### config.mk
export PLATFORM = sky130hd
export DESIGN_NAME = cpu_sequencer
export DESIGN_NICKNAME = d
export VERILOG_FILES = /design/src/rtl/cpu_sequencer.sv
export SDC_FILE = /design/constraint.sdc
export NUM_CORES = 1
export LEC_CHECK = 0
export BUFFER_PORTS_ARGS = -buffer_cell sky130_fd_sc_hd__buf_4
export CAP_MARGIN = 30
export CELL_PAD_IN_SITES_DETAIL_PLACEMENT = 1
export CELL_PAD_IN_SITES_GLOBAL_PLACEMENT = 1
export CORE_ASPECT_RATIO = 0.75
export CORE_MARGIN = 5
export CORE_UTILIZATION = 40
export CTS_CLUSTER_DIAMETER = 80
export DETAILED_ROUTE_END_ITERATION = 10
export GPL_ROUTABILITY_DRIVEN = 0
export PLACE_DENSITY = 0.82
export SETUP_SLACK_MARGIN = 0.4
export SYNTH_ARGS = -nofsm -noshare
export SYNTH_HDL_FRONTEND = slang
export SYNTH_SLANG_ARGS = --single-unit
### constraint.sdc
create_clock -name clk -period 6.3 [get_ports clk]
set_input_delay 1.26 -clock clk [delete_from_list [all_inputs] [get_ports clk]]
set_output_delay 1.26 -clock clk [all_outputs]
set_load 0.02 [all_outputs]
### src/rtl/cpu_sequencer.sv
// Multicycle Moore control sequencer: owns PC, IR, retired-instruction count and
// all datapath strobes; adds load/store, branch, memory-wait timeout and fault.
module cpu_sequencer #(
    parameter int unsigned     XLEN        = 32,
    parameter logic [XLEN-1:0] PC_RESET    = '0,
    parameter int unsigned     PC_STEP     = 1,
    parameter int unsigned     MEM_TIMEOUT = 15
) (
    input  logic            clk,
    input  logic            rst,
    input  logic            enable,
    input  logic            mem_rdy,
    input  logic [XLEN-1:0] mem_rdata,
    input  logic            dec_halt,
    input  logic            dec_load,
    input  logic            dec_store,
    input  logic            dec_branch,
    input  logic [XLEN-1:0] branch_target,
    input  logic [XLEN-1:0] alu_y,
    output logic [XLEN-1:0] mem_addr,
    output logic            mem_ren,
    output logic            mem_wen,
    output logic [XLEN-1:0] ir,
    output logic [XLEN-1:0] pc,
    output logic [8:0]      state,
    output logic            decod_en,
    output logic            alu_en,
    output logic            wen_regs,
    output logic            halted,
    output logic            fault,
    output logic [XLEN-1:0] instret
);

    typedef enum logic [8:0] {
        S_IDLE   = 9'b0_0000_0001,
        S_FETCH  = 9'b0_0000_0010,
        S_DECODE = 9'b0_0000_0100,
        S_EXEC   = 9'b0_0000_1000,
        S_MEM    = 9'b0_0001_0000,
        S_WB     = 9'b0_0010_0000,
        S_PC_UPD = 9'b0_0100_0000,
        S_HALT   = 9'b0_1000_0000,
        S_FAULT  = 9'b1_0000_0000
    } state_t;

    localparam int unsigned     TW       = (MEM_TIMEOUT > 1) ? $clog2(MEM_TIMEOUT + 1) : 1;
    localparam logic [TW-1:0]   TMO_LAST = TW'((MEM_TIMEOUT > 0) ? MEM_TIMEOUT - 1 : 0);
    localparam logic [XLEN-1:0] STEP     = XLEN'(PC_STEP);
    localparam logic [XLEN-1:0] ONE      = XLEN'(1);

    state_t          cur_q;
    state_t          nxt;
    logic [XLEN-1:0] pc_q;
    logic [XLEN-1:0] ir_q;
    logic [XLEN-1:0] instret_q;
    logic [XLEN-1:0] tgt_q;
    logic            ld_q;
    logic            st_q;
    logic            br_q;
    logic [TW-1:0]   tmo_q;
    logic            tmo_hit;
    logic            mem_wait;

    // The count holds the number of wait cycles already spent; the limit cycle
    // is the one where the count equals MEM_TIMEOUT-1 and mem_rdy is still low.
    assign tmo_hit  = (MEM_TIMEOUT != 0) && (tmo_q == TMO_LAST);
    assign mem_wait = ((cur_q == S_FETCH) || (cur_q == S_MEM)) && !mem_rdy;

    always_ff @(posedge clk or negedge rst) begin
        if (!rst) begin
            cur_q <= S_IDLE;
        end else begin
            cur_q <= nxt;
        end
    end

    always_comb begin
        nxt = cur_q;
        case (cur_q)
            S_IDLE:   if (enable) nxt = S_FETCH;
            S_FETCH: begin
                if (mem_rdy)      nxt = S_DECODE;
                else if (tmo_hit) nxt = S_FAULT;
            end
            S_DECODE: nxt = dec_halt ? S_HALT : S_EXEC;
            S_EXEC:   nxt = (ld_q || st_q) ? S_MEM : S_WB;
            S_MEM: begin
                if (mem_rdy)      nxt = ld_q ? S_WB : S_PC_UPD;
                else if (tmo_hit) nxt = S_FAULT;
            end
            S_WB:     nxt = S_PC_UPD;
            S_PC_UPD: nxt = enable ? S_FETCH : S_IDLE;
            S_HALT:   nxt = S_HALT;
            S_FAULT:  nxt = S_FAULT;
            // A corrupted one-hot code is treated as a fault rather than silently resumed.
            default:  nxt = S_FAULT;
        endcase
    end

    always_comb begin
        mem_addr = '0;
        mem_ren  = 1'b0;
        mem_wen  = 1'b0;
        decod_en = 1'b0;
        alu_en   = 1'b0;
        wen_regs = 1'b0;
        halted   = 1'b0;
        fault    = 1'b0;
        case (cur_q)
            S_FETCH: begin
                mem_addr = pc_q;
                mem_ren  = 1'b1;
            end
            S_DECODE: decod_en = 1'b1;
            S_EXEC:   alu_en   = 1'b1;
            S_MEM: begin
                mem_addr = alu_y;
                mem_ren  = ld_q;
                // Load takes precedence if the decoder ever flags both.
                mem_wen  = st_q && !ld_q;
            end
            S_WB:     wen_regs = 1'b1;
            S_HALT:   halted   = 1'b1;
            S_FAULT:  fault    = 1'b1;
            default: ;
        endcase
    end

    always_ff @(posedge clk or negedge rst) begin
        if (!rst) begin
            pc_q      <= PC_RESET;
            ir_q      <= '0;
            instret_q <= '0;
            tgt_q     <= '0;
            ld_q      <= 1'b0;
            st_q      <= 1'b0;
            br_q      <= 1'b0;
            tmo_q     <= '0;
        end else begin
            if ((cur_q == S_FETCH) && mem_rdy) begin
                ir_q <= mem_rdata;
            end
            if (cur_q == S_DECODE) begin
                ld_q  <= dec_load;
                st_q  <= dec_store;
                br_q  <= dec_branch;
                tgt_q <= branch_target;
            end
            if (cur_q == S_PC_UPD) begin
                pc_q      <= br_q ? tgt_q : pc_q + STEP;
                instret_q <= instret_q + ONE;
            end
            if (mem_wait) begin
                tmo_q <= tmo_q + TW'(1);
            end else begin
                tmo_q <= '0;
            end
        end
    end

    assign state   = cur_q;
    assign pc      = pc_q;
    assign ir      = ir_q;
    assign instret = instret_q;

endmodule

# [Word-level counts from Yosys, hierarchy flattened]
# Index checks and enable logic that the tools add are counted.
[totals] elab_cells=49 output_inout_bits=144 inputBits=104 ff_bits=144
[classes] n_mux=19 add_sub_neg=3 eq_ne=11 n_reduce_logical=7
[ops] op="$pmux W9 S8" n=1
[ops] op="$add A32 B1 Y32 const B" n=2
[ops] op="$pmux W32 S2" n=1
[ops] op="$mux W9" n=4
[ops] op="$mux W32" n=1
[ops] op="$eq A9 B1 Y1 const B" n=1
[ops] op="$eq A9 B2 Y1 const B" n=1
[ops] op="$eq A9 B3 Y1 const B" n=1
[ops] op="$eq A9 B4 Y1 const B" n=1
[ops] op="$eq A9 B5 Y1 const B" n=1
[ops] op="$eq A9 B6 Y1 const B" n=1
[ops] op="$eq A9 B7 Y1 const B" n=1
[ops] op="$eq A9 B8 Y1 const B" n=1
[ops] op="$eq A9 B9 Y1 const B" n=1
[ops] op="$mux W8" n=1
[ops] op="$mux W7" n=1
[ops] op="$mux W1" n=6
[ops] op="$mux W6" n=1
[ops] op="$add A4 B1 Y4 const B" n=1
[ops] op="$eq A4 B4 Y1 const B" n=1
[ops] op="$mux W4" n=1
[ops] op="$logic_and A1 B1 Y1" n=3
[ops] op="$logic_not A1 Y1" n=2
[ops] op="$logic_or A1 B1 Y1" n=2
[ops] op="other kinds (3)" n=3

# [Logic depth before layout (Yosys ltp)]
# Gate-level depths: netlist (run 1).
[logic_depth] ltp_word=4 ltp_mapped=8 mapped_depth_nobuf=6

# [Least setup slack after synthesis (run 1)]
# Ideal clock, no wire load.
[synth_path] path_kind="register to output" from="reg cur_q[5] (netlist: state[5])" to="out fault" slack_ps=3062 path_buffers=0 path_stages_with_launch=4 required_ps=5040 arrival_time_ps=1978 cell_sequence="dfrtp_1 -> or4_1 -> nor3_2 -> nor4bb_1"
[synth_between] elab_chain_len=2
[synth_rtl] element="start, declared" line="51" rtl="state_t cur_q;"
[synth_rtl] element="start signal, assigned" line="73" rtl="cur_q <= nxt;"
[synth_rtl] element="$eq A9 B9 Y1" line="109" rtl="case (cur_q)"
[synth_rtl] element="$mux W1" line="109"
[synth_rtl] element="end, declared" line="30" rtl="output logic fault,"
# Every way passes these cells.

# [Worst setup path in the final report (run 1)]
[layout_path] from="reg cur_q[5] (netlist: state[5])" to="out mem_addr[26]"
[layout_between] elab_chain_len=2 elab_cells_between_ends=3 classes_between="eq/ne (2); mux (1)"
[layout_rtl] element="$eq A9 B5 Y1 / $eq A9 B2 Y1 (equally long branches)" line="109"
[layout_rtl] element="$pmux W32 S2 (*)" line="109"
[layout_rtl] element="end, declared" line="20" rtl="output logic [XLEN-1:0] mem_addr,"
# Mark *: on every way between the ends. The rest lies on a longest branch, timed or not.

==> results of run 1 <==
==> sequential cells by signal, indices dropped and copies added, names as in the netlist <==
register  flops
state         9
ir           32
instret      32
tgt_q        32
ld_q          1
tmo_q         4
br_q          1
pc           32
st_q          1
==> critical path: stages (launching register included) <==
cell and delay (ns):
dfrtp_1 0.43, or4_1 0.66, nor3_2 0.64, buf_4 0.35, a22o_1 0.18, buf_4 0.15
==> report_power, final <==
group / total (mW) / internal (mW) / switching [mW]
Combinational: 0.0978 / 0.0540 / 0.0438
Clock: 1.03 / 0.622 / 0.404
Sequential: 0.944 / 0.936 / 0.00720
==> area by class of cell <==
cell class,instances,area (µm²),area share
repair buffers,255,1920,0.198
inverters,12,45.0,0.00465
well taps,242,303,0.0313
clock inverters,13,164,0.0169
flip-flops and latches,144,3600,0.372
multi-input cells,447,3220,0.332
clock buffers,18,429,0.0443
==> final timing paths <==
path,startpoint,to,slack (ns)
max,state[5],mem_addr[26],2.20
min,tgt_q[15],tgt_q[15],0.49
max reg2reg,state[5],state[1],3.53
min reg2reg,tgt_q[15],tgt_q[15],0.49
max in group asynchronous,rst,ir[6],4.15
min in group asynchronous,rst,tgt_q[6],0.91
==> cells by family (layout without fill, tap and decap cells) <==
family | Yosys count | in the layout | share of synthesized area
AND/OR/NAND/NOR | 205 | 205 | 0.162
flip-flops | 144 | 144 | 0.510
AO/OA/AOI/OAI | 133 | 133 | 0.130
multiplexers | 70 | 70 | 0.111
buffers and inverters | 56 | 298 | 0.0366
XOR/XNOR | 35 | 35 | 0.0434
adder cells (fa/ha/maj) | 4 | 4 | 0.00708
==> routing by layer <==
metal | vias to the layer above | part of all wire
met5 | - | 0
met4 | 0 | 0.019
met3 | 29 | 0.045
met2 | 154 | 0.50
met1 | 3135 | 0.43
li1 | 2851 | -
==> synth_stat cells, types with 3 or more instances <==
master     count  area share
dfrtp_1      143        0.51
mux2_2        55       0.088
nor2_1        38       0.020
nand2_1       36       0.019
a22o_1        32       0.040
a21oi_1       29       0.021
nand3_1       29       0.021
nand4_1       28       0.025
o21ai_0       27       0.019
xnor2_1       25       0.031
clkbuf_1      19       0.010
buf_2         15       0.011
and3_1        14       0.012
mux2_1        13       0.021
inv_1         12      0.0064
nor3_1        11      0.0078
and4_1        10       0.012
xor2_1        10       0.012
nor4_1         8      0.0071
buf_1          6      0.0032
or4_1          6      0.0064
a21o_1         5      0.0053
a2bb2oi_1      5      0.0062
a31oi_1        5      0.0044
a22oi_1        4      0.0042
buf_6          4      0.0064
ha_1           4      0.0071
nand2b_1       4      0.0035
o22a_1         3      0.0037
or3_1          3      0.0027
==> per-stage QoR <==
| step | total power [mW] | setup WS (ns) | hold WS (ns) | cell area [µm²] |
|---|---|---|---|---|
| floorplan | 0.982 | 3.06 | 0.455 | 7070 |
| detailed placement | 1.06 | 2.66 | 0.479 | 9090 |
| CTS | 2.09 | 2.20 | 0.496 | 9680 |
| global route | 2.14 | 2.07 | 0.508 | 9680 |
| global placement | 1.06 | 2.72 | 0.465 | 9090 |
| finish | 2.07 | 2.20 | 0.494 | 9680 |
==> impl_metrics.py, run 1 <==
metrics = {
    "drt": {
        "via_per_inst": 5.45,
        "drc": 0,
        "drt-wirelength-per-cell_um": 20.9,
        "ant_nets": 0,
        "dr.pass1.iters": 5,
        "drt-total-wl_mm": 23.6,
        "route.vias.total": 6169,
        "first_iter_violations": 363,
    },
    "clock_tree": {
        "ctsResizeCount": 0,
        "holdBufCountCts": 0,
        "cts_tree": "done",
        "worstSkewPairLatency_ns": 0.42,
        "clock_path_buffers": 2,
        "clkTransAtPathRegs_ns": 0.06,
        "h-tree-depth": 4,
        "post_cts_buffers": 0,
        "cts_sinks": 144,
        "cts_buffers": 17,
        "root_buffer": "clkbuf_16",
    },
    "final_layout": {
        "final_nets": 985,
        "syn2layout_area_growth_pct": 37.0,
        "layout.cells.non_filler": 1131,
        "fillCellCount": 1931,
        "final_common_cell": "buf_4",
        "mostFrequentLayoutCells": "254 x buf_4, 143 x dfrtp_1, 55 x mux2_2",
        "drive_gt1_frac": 0.400,
        "antenna_cells": 0,
        "fin_util": 0.553,
    },
    "floorplan": {
        "std_cell_rows": 42,
        "design.core.area_um2": 17500,
        "die_area_um2": 20500,
        "die_y_um": 125,
        "start_util": 0.404,
        "die_w_um": 163,
        "pin_count": 248,
    },
    "power_and_ir_drop": {
        "power_leakage_nw": 4.71,
        "power_density_nw_per_um2": 214,
        "ir_worst_vdd_v": 0.000134,
    },
    "place": {
        "portBuffers": 247,
        "place_inst": 1100,
        "dp_hpwl_mm": 16.8,
    },
    "setup_path": {
        "critical_path_class": "reg2out",
        "required_ns": 5.04,
        "cp_max_fo": 14,
        "setup.worst_path.start_class": "flop",
        "cp_data_arrival_time_ns": 2.84,
        "r2r_cells": 5,
        "cp-end-kind": "output port",
    },
    "synth": {
        "synth_ff_type": "dfrtp_1",
        "syn_area_per_cell_um2": 10.9,
        "synthArstFlopShare": 1.00,
        "synth_cells": 647,
        "ys_warn_count": 0,
        "ys_seq_elements": 144,
        "syn-num-nets": 755,
        "synth_area_um2": 7070,
        "synth_edf_count": 0,
        "synth_cell_types": 64,
        "ys_seq_area_frac": 0.510,
    },
    "sta": {
        "clock.fmax_mhz": 244,
        "slew-limit-headroom": 0.429,
        "setup_viol": 0,
        "fin_skew_ns": 0.0109,
        "final_max_slew_viol_count": 0,
        "fin_crit_ns": 4.10,
        "rsz0062_at_grt": "false",
        "timing.final.crit_share": 0.651,
        "tightest_slew_ns": 0.857,
        "hold_viol_final": 0,
        "finalSetupTns_ns": 0,
    },
    "global_routing": {
        "antenna_found_initial": 0,
        "grt-ovfl-total": 0,
        "grt.met1_usage": 0.310,
        "grtUsageMet2": 0.381,
        "gr-max-usage-layer": "met2",
        "grt_pass1_wl_mm": 37.6,
        "grt_max_degree": 92,
        "track_usage": 0.231,
        "met3_usage": 0.0424,
        "grt_pass1_vias": 6636,
    },
    "hold_path": {
        "holdPathStages": 1,
        "hold_path.class": "reg2reg",
    },
    "run": {
        "max_cap_violations": 0,
    },
    "status": {
        "outcome": "finished clean",
    },
}
(Power assumes the default switching activity.)
==> inputs of run 2 (changes only) <==
CORE_UTILIZATION = 38   (was 40)
PLACE_DENSITY = 0.78   (was 0.82)
clock period = 3.9 ns   (was 6.3 ns; I/O delays follow)
==> impl_metrics.py, run 2 (synthesis gave the netlist of run 1 again) <==
metrics = {
    "drt": {
        "drc": 0,
        "drt-total-wl_mm": 23.3,
        "route.vias.total": 6108,
        "ant_nets": 0,
        "drt-wirelength-per-cell_um": 20.4,
        "dr.pass1.iters": 4,
        "first_iter_violations": 347,
        "via_per_inst": 5.36,
    },
    "clock_tree": {
        "cts_sinks": 144,
        "cts_buffers": 17,
        "clock_path_buffers": 2,
        "root_buffer": "clkbuf_16",
        "cts_tree": "done",
        "post_cts_buffers": 0,
        "worstSkewPairLatency_ns": 0.43,
        "h-tree-depth": 4,
        "clkTransAtPathRegs_ns": 0.06,
    },
    "final_layout": {
        "mostFrequentLayoutCells": "257 x buf_4, 143 x dfrtp_1, 55 x mux2_2",
        "final_common_cell": "buf_4",
        "fillCellCount": 2054,
        "fin_area_um2": 9780,
        "antenna_cells": 0,
        "drive_gt1_frac": 0.404,
        "final_nets": 990,
        "syn2layout_area_growth_pct": 38.4,
        "layout.cells.non_filler": 1140,
    },
    "global_routing": {
        "grt_max_degree": 76,
        "grt_pass1_wl_mm": 36.8,
        "antenna_found_initial": 0,
        "grt-ovfl-total": 0,
        "grt_pass1_vias": 6476,
        "track_usage": 0.216,
    },
    "floorplan": {
        "design.core.area_um2": 18400,
        "die_area_um2": 21500,
        "pin_count": 248,
        "std_cell_rows": 43,
        "die_y_um": 128,
        "die_w_um": 167,
        "start_util": 0.384,
    },
    "sta": {
        "setup_ws_ns": 0.524,
        "finalSetupTns_ns": 0,
        "tightest_slew_ns": 0.796,
        "fin_crit_ns": 3.38,
        "clock.fmax_mhz": 296,
        "final_max_slew_viol_count": 0,
        "timing.final.crit_share": 0.866,
        "setup_viol": 0,
        "whs_ns": 0.379,
        "fin_skew_ns": 0.0162,
        "slew-limit-headroom": 0.464,
        "rsz0062_at_grt": "false",
        "hold_viol_final": 0,
    },
    "setup_path": {
        "reg2reg_slack_ns": 1.30,
        "cp-end-kind": "output port",
        "cp_data_arrival_time_ns": 2.60,
        "critical_path_class": "reg2out",
        "required_ns": 3.12,
        "setup.worst_path.start_class": "flop",
        "cp_max_fo": 27,
    },
    "power_and_ir_drop": {
        "ir_worst_vdd_v": 0.000242,
        "p_int_mw": 2.67,
        "power_leakage_nw": 4.76,
        "swShare": 0.219,
        "clockPowerShare": 0.507,
        "switchingPower_uw": 749,
        "power_density_nw_per_um2": 350,
        "p_comb_frac": 0.047,
        "power_frac_seq": 0.446,
    },
    "place": {
        "dp_hpwl_mm": 16.8,
        "place_ws_ns": 0.905,
        "place_inst": 1110,
        "portBuffers": 247,
        "postPlaceCellArea_um2": 9160,
    },
    "run": {
        "max_cap_violations": 0,
    },
    "hold_path": {
        "hold_path.class": "in2async",
    },
    "status": {
        "outcome": "finished clean",
    },
}
[run 2: layout make-up]
class | instances | area (µm²) | share of cell area
Sequential cell | 144 | 3600 | 0.369
Multi-Input combinational cell | 447 | 3220 | 0.329
Clock buffer | 17 | 425 | 0.0435
Inverter | 12 | 45.0 | 0.00461
Timing Repair Buffer | 260 | 1990 | 0.203
Tap cell | 247 | 309 | 0.0316
Clock inverter | 13 | 189 | 0.0193
[run 2: power by group through the flow]
stage / clock network, mW / logic, mW / registers, mW
2_1_floorplan: 0 / 0.0402 / 1.55
3_3_place_gp: 0 / 0.157 / 1.55
3_5_place_dp: 0 / 0.164 / 1.55
4_1_cts: 1.76 / 0.165 / 1.52
5_1_grt: 1.83 / 0.178 / 1.53
6_report: 1.73 / 0.161 / 1.52
[run 2: metal layers]
| metal | up-vias | wire, µm | GRT usage |
|---|---|---|---|
| met4 | 0 | 248 | 0.0553 |
| met3 | 17 | 1160 | 0.0493 |
| met2 | 152 | 11400 | 0.352 |
| li1 | 2861 | - | - |
| met5 | - | 0 | 0 |
| met1 | 3078 | 10500 | 0.294 |
[run 2: path summary, 6_finish.rpt]
kind,cells after the start,from,endpoint
worst min-delay path,1,rst,tgt_q[8]
max in group asynchronous,2,rst,state[0]
worst max-delay path,5,state[5],mem_addr[22]
min in group clk,1,instret[31],instret[31]
worst min register to register,1,instret[31],instret[31]
worst max register to register,6,state[5],instret[22]
[run 2: worst max-delay path, stage by stage, from the launching register on]
cell	delay, ns
dfrtp_1	0.43
nor4_1	0.59
and4_2	0.59
buf_12	0.23
a22o_1	0.17
buf_4	0.14
[run 2: repair_timing]
action	CTS	global route
gates resized for setup	1	0
hold buffers	0	0
setup endpoints to repair	19	0
[run 2: per-stage QoR]
step / util / power, mW
3_5_place_dp: 0.498 / 1.72
5_1_grt: 0.531 / 3.53
2_1_floorplan: - / 1.59
3_3_place_gp: 0.497 / 1.71
6_report: 0.531 / 3.42
4_1_cts: 0.531 / 3.45
==> inputs of run 3 (changes only) <==
REMOVE_ABC_BUFFERS = 1   (was not set)
==> impl_metrics.py, run 3 (synthesis gave the netlist of run 1 again) <==
metrics = {
    "status": {
        "outcome": "finished clean",
    },
    "sta": {
        "whs_ns": 0.385,
        "timing.final.crit_share": 0.865,
        "setup_viol": 0,
        "tightest_slew_ns": 0.772,
        "hold_viol_final": 0,
        "finalSetupTns_ns": 0,
        "final_max_slew_viol_count": 0,
        "fin_skew_ns": 0.0106,
        "slew-limit-headroom": 0.485,
        "clock.fmax_mhz": 296,
        "rsz0062_at_grt": "false",
        "fin_crit_ns": 3.37,
    },
    "drt": {
        "route.vias.total": 6176,
        "ant_nets": 0,
        "drt-wirelength-per-cell_um": 19.7,
        "first_iter_violations": 327,
        "via_per_inst": 5.40,
        "dr.pass1.iters": 5,
        "drc": 0,
        "drt-total-wl_mm": 22.5,
    },
    "floorplan": {
        "die_y_um": 128,
        "design.core.area_um2": 18400,
        "pin_count": 248,
        "std_cell_rows": 43,
        "start_util": 0.384,
        "die_area_um2": 21500,
        "die_w_um": 167,
    },
    "setup_path": {
        "worstReg2RegEnd": "pc[17]",
        "critical_path.top_delay_family": "simple AND/OR/NAND/NOR gates",
        "required_ns": 3.12,
        "cp_max_fo": 20,
        "cp_slowest_cell": "nor4_1",
        "setup.worst_path.start_class": "flop",
        "cp_num_buf_inv": 2,
        "reg2reg_slack_ns": 1.00,
        "worstPathCellList": "nor4_1 > and4_4 > buf_4 > a22o_1 > buf_4",
        "critical-path-max-stage-delay_ns": 0.61,
        "cp_data_arrival_time_ns": 2.59,
        "worstReg2RegStart": "state[5]",
        "critical_path_class": "reg2out",
        "cp_common_cell": "buf_4",
        "r2r_cells": 5,
        "cp-end-kind": "output port",
    },
    "final_layout": {
        "mostFrequentLayoutCells": "259 x buf_4, 143 x dfrtp_1, 55 x mux2_2",
        "syn2layout_area_growth_pct": 37.6,
        "final_common_cell": "buf_4",
        "layout.cells.non_filler": 1143,
        "fin_util": 0.528,
        "antenna_cells": 0,
        "fillCellCount": 2026,
        "final_nets": 991,
        "drive_gt1_frac": 0.406,
        "fin_area_um2": 9720,
    },
    "power_and_ir_drop": {
        "power_leakage_nw": 4.72,
        "power_density_nw_per_um2": 334,
        "ir_worst_vdd_v": 0.000266,
    },
    "place": {
        "postPlaceCellArea_um2": 9160,
        "portBuffers": 247,
        "place_inst": 1111,
        "dp_hpwl_mm": 16.1,
    },
    "clock_tree": {
        "root_buffer": "clkbuf_16",
        "cts_tree": "done",
        "worstSkewPairLatency_ns": 0.43,
        "cts_buffers": 17,
        "h-tree-depth": 4,
        "clock_path_buffers": 2,
        "clkTransAtPathRegs_ns": 0.07,
        "cts_sinks": 144,
    },
    "hold_path": {
        "hold_path.class": "in2async",
    },
    "global_routing": {
        "antenna_found_initial": 1,
        "grt-ovfl-total": 0,
        "track_usage": 0.210,
        "grt_pass1_vias": 6610,
        "grt_max_degree": 84,
        "grt_pass1_wl_mm": 36.1,
    },
    "run": {
        "max_cap_violations": 0,
    },
}
[run 3: cell count changes in the layout (fill, tap and decap cells not counted), sizes merged]
cell      before  now
inv           13   18
bufinv         4    0
clkinvlp       2    6
clkinv         6    2
clkbuf        17   18
buf          260  261
[run 3: cell type report]
class,count,area [µm²],area share
Clock inverter,14,123,0.0126
Sequential cell,144,3600,0.371
Clock buffer,18,439,0.0452
Tap cell,247,309,0.0318
Multi-Input combinational cell,447,3220,0.331
Timing Repair Buffer,261,1980,0.204
Inverter,12,45.0,0.00463
[run 3: stage by stage]
| step | power (mW) | setup slack [ns] |
|---|---|---|
| after floorplan | 1.58 | 0.477 |
| after global placement | 1.71 | 0.959 |
| after detailed placement | 1.71 | 0.900 |
| after CTS | 3.28 | 0.557 |
| after global routing | 3.38 | 0.427 |
| final | 3.25 | 0.526 |
[run 3: repair_timing]
item | in CTS | in global routing
hold endpoints to repair | 0 | 0
hold buffers | 0 | 0
resized for setup | 1 | 0
buffers inserted | 0 | 0
endpoints found under the setup margin | 1 | 0
[run 3: metal layers]
layer  global-route usage  routed length [µm]
met5                    0                   0
met4               0.0544                 256
met3               0.0518                1280
met2                0.354               11100
met1                0.274                9820
[run 3: worst max-delay path by stage]
| stage | start | to | slack, ns | depth (start not counted) |
|---|---|---|---|---|
| after global placement | state[5] | mem_addr[3] | 0.96 | 5 |
| final | state[5] | mem_addr[20] | 0.53 | 5 |
| after global routing | state[5] | mem_addr[21] | 0.43 | 5 |
| after floorplan | state[5] | instret[28] | 0.48 | 5 |
| after CTS | state[5] | mem_addr[21] | 0.56 | 5 |
| after detailed placement | state[5] | mem_addr[21] | 0.90 | 5 |
[run 3: worst reg2reg max path: stages (launching register included)]
cell and delay, ns:
dfrtp_1 0.44, nor4_1 0.61, nand4_1 0.67, buf_4 0.46
or4_1 0.53, nand3_1 0.11
[run 3: power breakdown]
group | total, mW | leakage [nW] | internal (mW) | switching [mW]
clock | 1.56 | 0.258 | 0.850 | 0.714
sequential | 1.52 | 1.92 | 1.51 | 0.0105
combinational | 0.161 | 2.54 | 0.0913 | 0.0697
total | 3.25 | 4.72 | 2.45 | 0.794
